$ cat src/rtl/mux2_arb_pkg.sv
// Shared types and select encodings for the two-requester round-robin mux arbiter.
package mux2_arb_pkg;

    typedef enum logic [1:0] {
        IDLE  = 2'b00,
        GNT_A = 2'b01,
        GNT_B = 2'b10
    } arb_state_t;

    localparam logic SEL_A = 1'b0;
    localparam logic SEL_B = 1'b1;

endpackage

$ cat src/rtl/mux2to1.sv
// Plain 2:1 multiplexer; select encoding follows SEL_A / SEL_B.
module mux2to1
    import mux2_arb_pkg::*;
#(
    parameter int WIDTH = 1
) (
    input  logic [WIDTH-1:0] d0,
    input  logic [WIDTH-1:0] d1,
    input  logic             sel,
    output logic [WIDTH-1:0] y
);

    assign y = (sel == SEL_B) ? d1 : d0;

endmodule

$ cat src/rtl/mux2_rr_arbiter.sv
// Round-robin arbiter sharing one 2:1 datapath mux between two valid/ready streams.
// Grants last for a whole packet or MAX_BURST beats, whichever ends first.
module mux2_rr_arbiter
    import mux2_arb_pkg::*;
#(
    parameter int WIDTH     = 8,
    parameter int MAX_BURST = 4
) (
    input  logic             clk,
    input  logic             rst,
    input  logic             a_valid,
    input  logic [WIDTH-1:0] a_data,
    input  logic             a_last,
    output logic             a_ready,
    input  logic             b_valid,
    input  logic [WIDTH-1:0] b_data,
    input  logic             b_last,
    output logic             b_ready,
    output logic             y_valid,
    output logic [WIDTH-1:0] y_data,
    output logic             y_last,
    input  logic             y_ready,
    output logic             S,
    output logic             busy
);

    localparam int               CNT_W     = (MAX_BURST > 1) ? $clog2(MAX_BURST) + 1 : 1;
    localparam bit               BURST_CAP = (MAX_BURST > 0);
    localparam logic [CNT_W-1:0] CNT_LAST  = BURST_CAP ? CNT_W'(MAX_BURST - 1) : '0;
    localparam logic [CNT_W-1:0] CNT_ONE   = CNT_W'(1);

    arb_state_t       state;
    arb_state_t       state_nxt;
    logic [CNT_W-1:0] count;
    logic [CNT_W-1:0] count_nxt;
    logic             rr;
    logic             rr_nxt;
    logic             sel_nxt;
    logic             fire;
    logic             beat_last;
    logic             grant_done;

    // Handshake of the current owner and whether it ends the grant
    always_comb begin
        fire      = 1'b0;
        beat_last = 1'b0;
        case (state)
            GNT_A: begin
                fire      = a_valid & y_ready;
                beat_last = a_last;
            end
            GNT_B: begin
                fire      = b_valid & y_ready;
                beat_last = b_last;
            end
            default: begin
                fire      = 1'b0;
                beat_last = 1'b0;
            end
        endcase
        grant_done = fire & (beat_last | (BURST_CAP & (count == CNT_LAST)));
    end

    // Next state, burst count and round-robin pointer; release hands over with no bubble
    always_comb begin
        state_nxt = state;
        count_nxt = count;
        rr_nxt    = rr;
        case (state)
            IDLE: begin
                if (a_valid && b_valid) begin
                    state_nxt = (rr == SEL_B) ? GNT_B : GNT_A;
                end else if (a_valid) begin
                    state_nxt = GNT_A;
                end else if (b_valid) begin
                    state_nxt = GNT_B;
                end else begin
                    state_nxt = IDLE;
                end
            end
            GNT_A: begin
                if (grant_done) begin
                    rr_nxt    = SEL_B;
                    count_nxt = '0;
                    if (b_valid) begin
                        state_nxt = GNT_B;
                    end else if (a_valid) begin
                        state_nxt = GNT_A;
                    end else begin
                        state_nxt = IDLE;
                    end
                end else if (fire) begin
                    count_nxt = count + CNT_ONE;
                end else begin
                    count_nxt = count;
                end
            end
            GNT_B: begin
                if (grant_done) begin
                    rr_nxt    = SEL_A;
                    count_nxt = '0;
                    if (a_valid) begin
                        state_nxt = GNT_A;
                    end else if (b_valid) begin
                        state_nxt = GNT_B;
                    end else begin
                        state_nxt = IDLE;
                    end
                end else if (fire) begin
                    count_nxt = count + CNT_ONE;
                end else begin
                    count_nxt = count;
                end
            end
            default: begin
                state_nxt = IDLE;
                count_nxt = '0;
                rr_nxt    = SEL_A;
            end
        endcase

        // Select only moves on entry to a grant and holds through IDLE
        case (state_nxt)
            GNT_A:   sel_nxt = SEL_A;
            GNT_B:   sel_nxt = SEL_B;
            default: sel_nxt = S;
        endcase
    end

    // State, select, burst count and round-robin pointer registers
    always_ff @(posedge clk or posedge rst) begin
        if (rst) begin
            state <= IDLE;
            S     <= SEL_A;
            count <= '0;
            rr    <= SEL_A;
        end else begin
            state <= state_nxt;
            S     <= sel_nxt;
            count <= count_nxt;
            rr    <= rr_nxt;
        end
    end

    // Handshake outputs decoded from the current grant
    always_comb begin
        y_valid = 1'b0;
        a_ready = 1'b0;
        b_ready = 1'b0;
        case (state)
            GNT_A: begin
                y_valid = a_valid;
                a_ready = y_ready;
            end
            GNT_B: begin
                y_valid = b_valid;
                b_ready = y_ready;
            end
            default: begin
                y_valid = 1'b0;
                a_ready = 1'b0;
                b_ready = 1'b0;
            end
        endcase
        busy = (state != IDLE);
    end

    mux2to1 #(.WIDTH(WIDTH)) u_data_mux (
        .d0  (a_data),
        .d1  (b_data),
        .sel (S),
        .y   (y_data)
    );

    mux2to1 #(.WIDTH(1)) u_last_mux (
        .d0  (a_last),
        .d1  (b_last),
        .sel (S),
        .y   (y_last)
    );

endmodule

$ cat config.mk
export PLATFORM = sky130hd
export DESIGN_NAME = mux2_rr_arbiter
export DESIGN_NICKNAME = d
export VERILOG_FILES = /design/src/rtl/mux2_arb_pkg.sv /design/src/rtl/mux2to1.sv /design/src/rtl/mux2_rr_arbiter.sv
export SDC_FILE = /design/constraint.sdc
export NUM_CORES = 1
export LEC_CHECK = 0
export ABC_AREA = 1
export CAP_MARGIN = 20
export CORE_MARGIN = 2
export CORE_UTILIZATION = 34
export CTS_BUF_LIST = sky130_fd_sc_hd__clkbuf_4 sky130_fd_sc_hd__clkbuf_8 sky130_fd_sc_hd__clkbuf_16
export CTS_CLUSTER_DIAMETER = 120
export CTS_CLUSTER_SIZE = 10
export DETAILED_ROUTE_END_ITERATION = 10
export PLACE_DENSITY_LB_ADDON = 0.08
export SYNTH_ARGS = -nofsm -noshare
export SYNTH_HDL_FRONTEND = slang
export SYNTH_SLANG_ARGS = --single-unit
$ cat constraint.sdc
create_clock -name clk -period 5.5 [get_ports clk]
set_input_delay 0.55 -clock clk [delete_from_list [all_inputs] [get_ports clk]]
set_output_delay 0.55 -clock clk [all_outputs]
set_load 0.02 [all_outputs]
==> impl_metrics.yaml <==
synthesis:
  syn_inst: 82
  synth_top_area_cell: "dfrtp_1"
  ys_seq_elements: 7
  yosysTopAreaCellShare_pct: 26.6
  syn_area_sq_um: 658
  synthTopCellsByArea: "dfrtp_1, mux2_2, nand2_1, ha_1, inv_1"
  ys_seq_area_share_pct: 26.6
  syn_area_per_cell_sq_um: 8.03
  syn_nets: 112
  synth_cell_types: 19
  ys_warn_count: 0
detailed_routing:
  drc: 0
  drt-vias-per-instance: 4.53
  routed_wl_mm: 1.66
  first_pass_iters: 4
  initialDrtViolationCount: 7
  antenna_left: 0
  drt-wirelength-per-cell_um: 11.4
  dr_total_vias: 662
power:
  p_leak_nw: 0.487
  ir_drop_uv: 307
  pwr_density_cell_nw_per_um2: 403
  p_total_uw: 433
floorplanning:
  rows: 15
  ios: 37
  dieHeight_um: 48.0
  core_area_sq_um: 1760
  initial_core_util_pct: 37.3
  dieArea_sq_um: 2300
  die_width_um: 48.0
clock_network:
  cts_root_buffer: "clkbuf_4"
  cts.sinks: 7
  cts_max_level: 1
  clock_path_buffers: 2
  cts_tree: "built"
  hold_buffers: 0
  path_clk_slew_ps: 50
  clk_latency_ps: 240
  ctsResizeCount: 0
  numCtsBuffers: 3
  cts_setup_buffers: 0
timing:
  setup_viol: 0
  grt_setup_unrepaired: "false"
  worst_slack_ps: 2970
  finalHoldViolCount: 0
  slew_viol_final: 0
  period_minus_slack_ps: 2530
  tightest_slew_ps: 399
  clock_skew_ps: 3.22
  fin_tns_setup_ps: 0
  finalCritPeriodShare_pct: 46.0
  fmax_ghz: 0.396
  timing.slew.headroom_pct: 73.4
worst_setup_path:
  worstPathMaxFanout: 6
  crit_buf_inv: 2
  critical_path_class: "input pin to primary output"
  crit_chain: "clkdlybuf4s50_1 > nand2_1 > a21boi_0 > clkdlybuf4s50_1"
  required_ps: 4950
  cp-startpoint: "a_valid"
  crit_top_cell: "clkdlybuf4s50_1"
  start_kind: "input pin"
  cp_data_arrival_time_ps: 1980
  cp_slowest_cell: "clkdlybuf4s50_1"
  crit_path_max_incr_delay_ps: 620
  end_kind: "primary output"
  r2r_start: "state[0]"
  crit_family: "buffers and inverters"
finish:
  final_common_cell: "clkdlybuf4s50_1"
  finish.net_count: 152
  area_growth_pct: 63.3
  post-route-util_pct: 60.9
  layout_common_cells: "clkdlybuf4s50_1, nand2_1, inv_1, mux2_2"
  drive_gt1_share_pct: 16.5
  antenna_cells: 0
  final_cell_area_sq_um: 1070
global_routing:
  grt_max_degree: 12
  overflow: 0
  antenna_found_initial: 0
  grt_first_pass_wirelength_mm: 2.46
  grt_pass1_vias: 564
  track_usage_pct: 15.4
outcome:
  status: "completed"
worst_hold_path:
  holdCritStartpoint: "count[1]"
  hp-class: "register to register"
placement:
  dp_slack_ps: 2960
  io_buffers: 36
  dpl.hpwl_mm: 1.43
  place_congestion: 0.836
  place_area_sq_um: 1040
run:
  cap_violations: 0
==> routing by layer <==
metal  vias up  part of all wire, %  GRT usage, %  wire length (um)
met4         0                 0.90          9.73                15
met1       301                   43          21.0               716
met3         2                  5.1          1.51                84
met5         -                    0             0                 0
li1        345                    -             -                 -
met2        14                   51          23.2               845
==> synthesized netlist by cell type, drive strengths merged <==
| library cell | instances |
|---|---|
| nand2 | 26 |
| nand4 | 1 |
| nor2 | 1 |
| inv | 13 |
| dfrtp | 7 |
| mux2 | 10 |
| o22ai | 1 |
| nand3 | 5 |
| ha | 7 |
| buf | 1 |
| a21oi | 3 |
| o21ai | 6 |
| a21boi | 1 |
==> cells by family after synthesis <==
| kind of cell | after synthesis | share of synthesized area (%) |
|---|---|---|
| AND/OR/NAND/NOR | 33 | 23.6 |
| adder cells (fa/ha/maj) | 7 | 13.3 |
| flip-flops | 7 | 26.6 |
| AO/OA/AOI/OAI | 11 | 11.2 |
| buffers and inverters | 14 | 8.17 |
| multiplexers | 10 | 17.1 |
==> tightest hold or removal path, delay by kind of cell (launching register included) <==
kind	cells	cell delay [ps]
AOI/OAI and AO/OA	1	60
and+or+nand+nor	1	50
DFF	1	340
==> power breakdown <==
group | switching, mW | internal, mW
registers | 0.0204 | 0.0699
clock network | 0.0165 | 0.0325
logic | 0.155 | 0.139
==> stage by stage <==
stage | hold slack (ps) | instances
after CTS | 495 | 146
after global routing | 520 | 146
after global placement | 477 | 142
after floorplan | 353 | 82
after detailed placement | 486 | 142
final | 495 | 146
==> worst paths after layout <==
kind,slack (ps),cells past startpoint,end
min in group asynchronous,520,2,state[1]
max in group asynchronous,4770,2,count[2]
worst max register to register,3250,14,S
worst max-delay path,2970,4,y_valid
worst min register to register,490,2,count[1]
worst min-delay path,490,2,count[1]
==> flip-flops by register name, summed over array words and instances (netlist names) <==
| signal | cells |
|---|---|
| rr | 1 |
| S | 1 |
| count | 3 |
| state | 2 |
==> final cells by class <==
type | instances | area, sq um
multi-input combinational | 61 | 429
inverter | 13 | 48.8
clock buffer | 4 | 30.0
timing repair buffer | 36 | 360
fill | 179 | 689
tap | 25 | 31.3
sequential | 7 | 175
Power figures use the tool's default switching activity.
==> RTL change, RTL diff (same flow settings) <==
Set the parameter `MAX_BURST` to 2 (it was 4).
--- a/src/rtl/mux2_rr_arbiter.sv
+++ b/src/rtl/mux2_rr_arbiter.sv
@@ -4,7 +4,7 @@
     import mux2_arb_pkg::*;
 #(
     parameter int WIDTH     = 8,
-    parameter int MAX_BURST = 4
+    parameter int MAX_BURST = 2
 ) (
     input  logic             clk,
     input  logic             rst,
Check against the original RTL: not equivalent (a bounded check fails within 4 cycles, from zero or initial values and one cycle with rst high).
==> RTL change against the unedited design <==
- die area down 10%
- largest cell class unchanged
- synthesized area fell by 11%
- non-clock buffer count unchanged
- sequential cell count down 1
- clock power fell by 23%
- total power is 14% lower
- largest power group unchanged
- final area fell by 8.5%
- critical endpoint unchanged
- register-to-register slack gained 0.09 ns
- count of clock-buffer cells in the layout decreased by 1
- routed wire length decreased by 15%
- setup slack gained 0.029 ns
- highest routed layer is now met3
==> RTL change: results (changes against the unedited design) <==
* DRT iter0 DRCs at 7 (unchanged)
* Switching share of power at 43.65% (-0.65 points)
* Layout cells sized above 1 at 15.93% (-0.60 points)
* Post-Place Cells at 126 (-11%)
* Slowest-stage cell, CP: clkdlybuf4s50_1
* First-pass GRT wire length at 2.394 mm (-2.8%)
* Worst Tran Pin Value at 0.4003 ns (+0.001049 ns)
* Synth Flop Type: dfrtp_1
* Post-synth top cells: nand2_1, inv_1, mux2_2
* Worst hold margin at 0.4797 ns (-0.01520 ns)
* H-tree depth at 1 (unchanged)
* CP arrival at 1.95 ns (-0.03 ns)
* Pleak at 0.4474 nW (-8.2%)
* R2R depth at 14 (unchanged)
* Reg-to-Reg Start: state[0]$_DFF_PP0_
* Crit path largest cell delay at 0.62 ns (about the same)
* Largest net degree at the start of global routing at 12 (unchanged)
* Final GP Congestion at 0.8415 (+0.65%)
* Biggest regs: count (2), state (2)
* Status: complete, no violations
* Syn_area_per_cell at 7.807 sq um (-2.7%)
* Async set-reset flop share out of synthesis at 100.0% (unchanged)
* Leading post-synthesis cells by cell area: dfrtp_1, mux2_2, ha_1
* Tcrit/Tclk final at 45.43% (-0.53 points)
* Final-layout fill cell count at 145 (-19%)
* R2R setup slack at 3.34 ns (+0.09 ns)
* Worst-Skew Late Latency at 0.23 ns
* Fin nets at 144 (-5.3%)
* Global Route Usage Sum at 15.13% (-0.29 points)
* Via Count at 609 (-8.0%)
* Hold Startpoint: count[0]$_DFFE_PP0P_
* Crit-path max FO at 5 (-1)
* Final WL at 1.406 mm (-15%)
* Peak supply drop at 0.2329 mV (-24%)
* DR vias/cell at 4.721 (+4.1%)
* Setup Skew at 0.0009327 ns (-0.002286 ns)
* Pre-CTS setup slack at 2.996 ns (+0.03740 ns)
* Sequential area share after synthesis at 25.64% (-0.97 points)
* Mapped Nets at 104 (-7.1%)
* Dpl hpwl at 1.235 mm (-13%)
* Hold depth at 1 (-1)
[RTL change: per-stage QoR]
step	util (%)	cell area, sq um
after global routing	63.08	983.4
after detailed placement	61.64	960.9
after floorplan	-	585.6
after CTS	63.08	983.4
after global placement	61.64	960.9
final	63.08	983.4
[RTL change: logic make-up (layout without fill, tap and decap cells)]
family                   Yosys count  after routing  share of synthesized area [%]
flip-flops                         6              6                          25.64
AO/OA/AOI/OAI                     10             10                          10.90
adder cells (fa/ha/maj)            6              6                          12.82
multiplexers                      11             11                          20.94
AND/OR/NAND/NOR                   28             28                          20.51
buffers and inverters             14             52                          9.188
[RTL change: final cells by class]
class / instances / share of cell area [%]
multi-input cells: 55 / 38.80
repair buffers: 36 / 36.64
flip-flops and latches: 6 / 15.27
inverters: 13 / 4.962
clock buffers: 3 / 2.290
well taps: 16 / 2.036
[RTL change: final timing paths]
kind                                   endpoint
min in group asynchronous    state[1]$_DFF_PP0_
setup / recovery                        y_valid
hold / removal             count[0]$_DFFE_PP0P_
hold reg to reg            count[0]$_DFFE_PP0P_
setup reg to reg                  S$_DFFE_PP0P_
max in group asynchronous         S$_DFFE_PP0P_
[RTL change: layer usage]
layer / wire (um) / track usage [%] / vias to the layer above / share of wire, %
met2: 722 / 26.48 / 14 / 51
met1: 621 / 19.71 / 276 / 44
li1: - / - / 319 / -
met4: 0 / 5.294 / 0 / 0
met3: 62 / 0.3968 / 0 / 4.4
met5: 0 / 0 / - / 0
[RTL change: worst max-delay path, delay by kind of cell]
| family | cells | cell delay [ns] |
|---|---|---|
| buf+inv | 2 | 1.16 |
| compound gates | 1 | 0.17 |
| simple gates | 1 | 0.06 |
[RTL change: power groups by stage]
stage          Combinational (mW)  Sequential [mW]  Clock, mW
2_1_floorplan               0.176           0.0721          0
3_3_place_gp                0.254           0.0778          0
3_5_place_dp                0.259           0.0786          0
4_1_cts                     0.260           0.0782     0.0397
5_1_grt                     0.288           0.0809     0.0418
6_report                    0.257           0.0775     0.0375
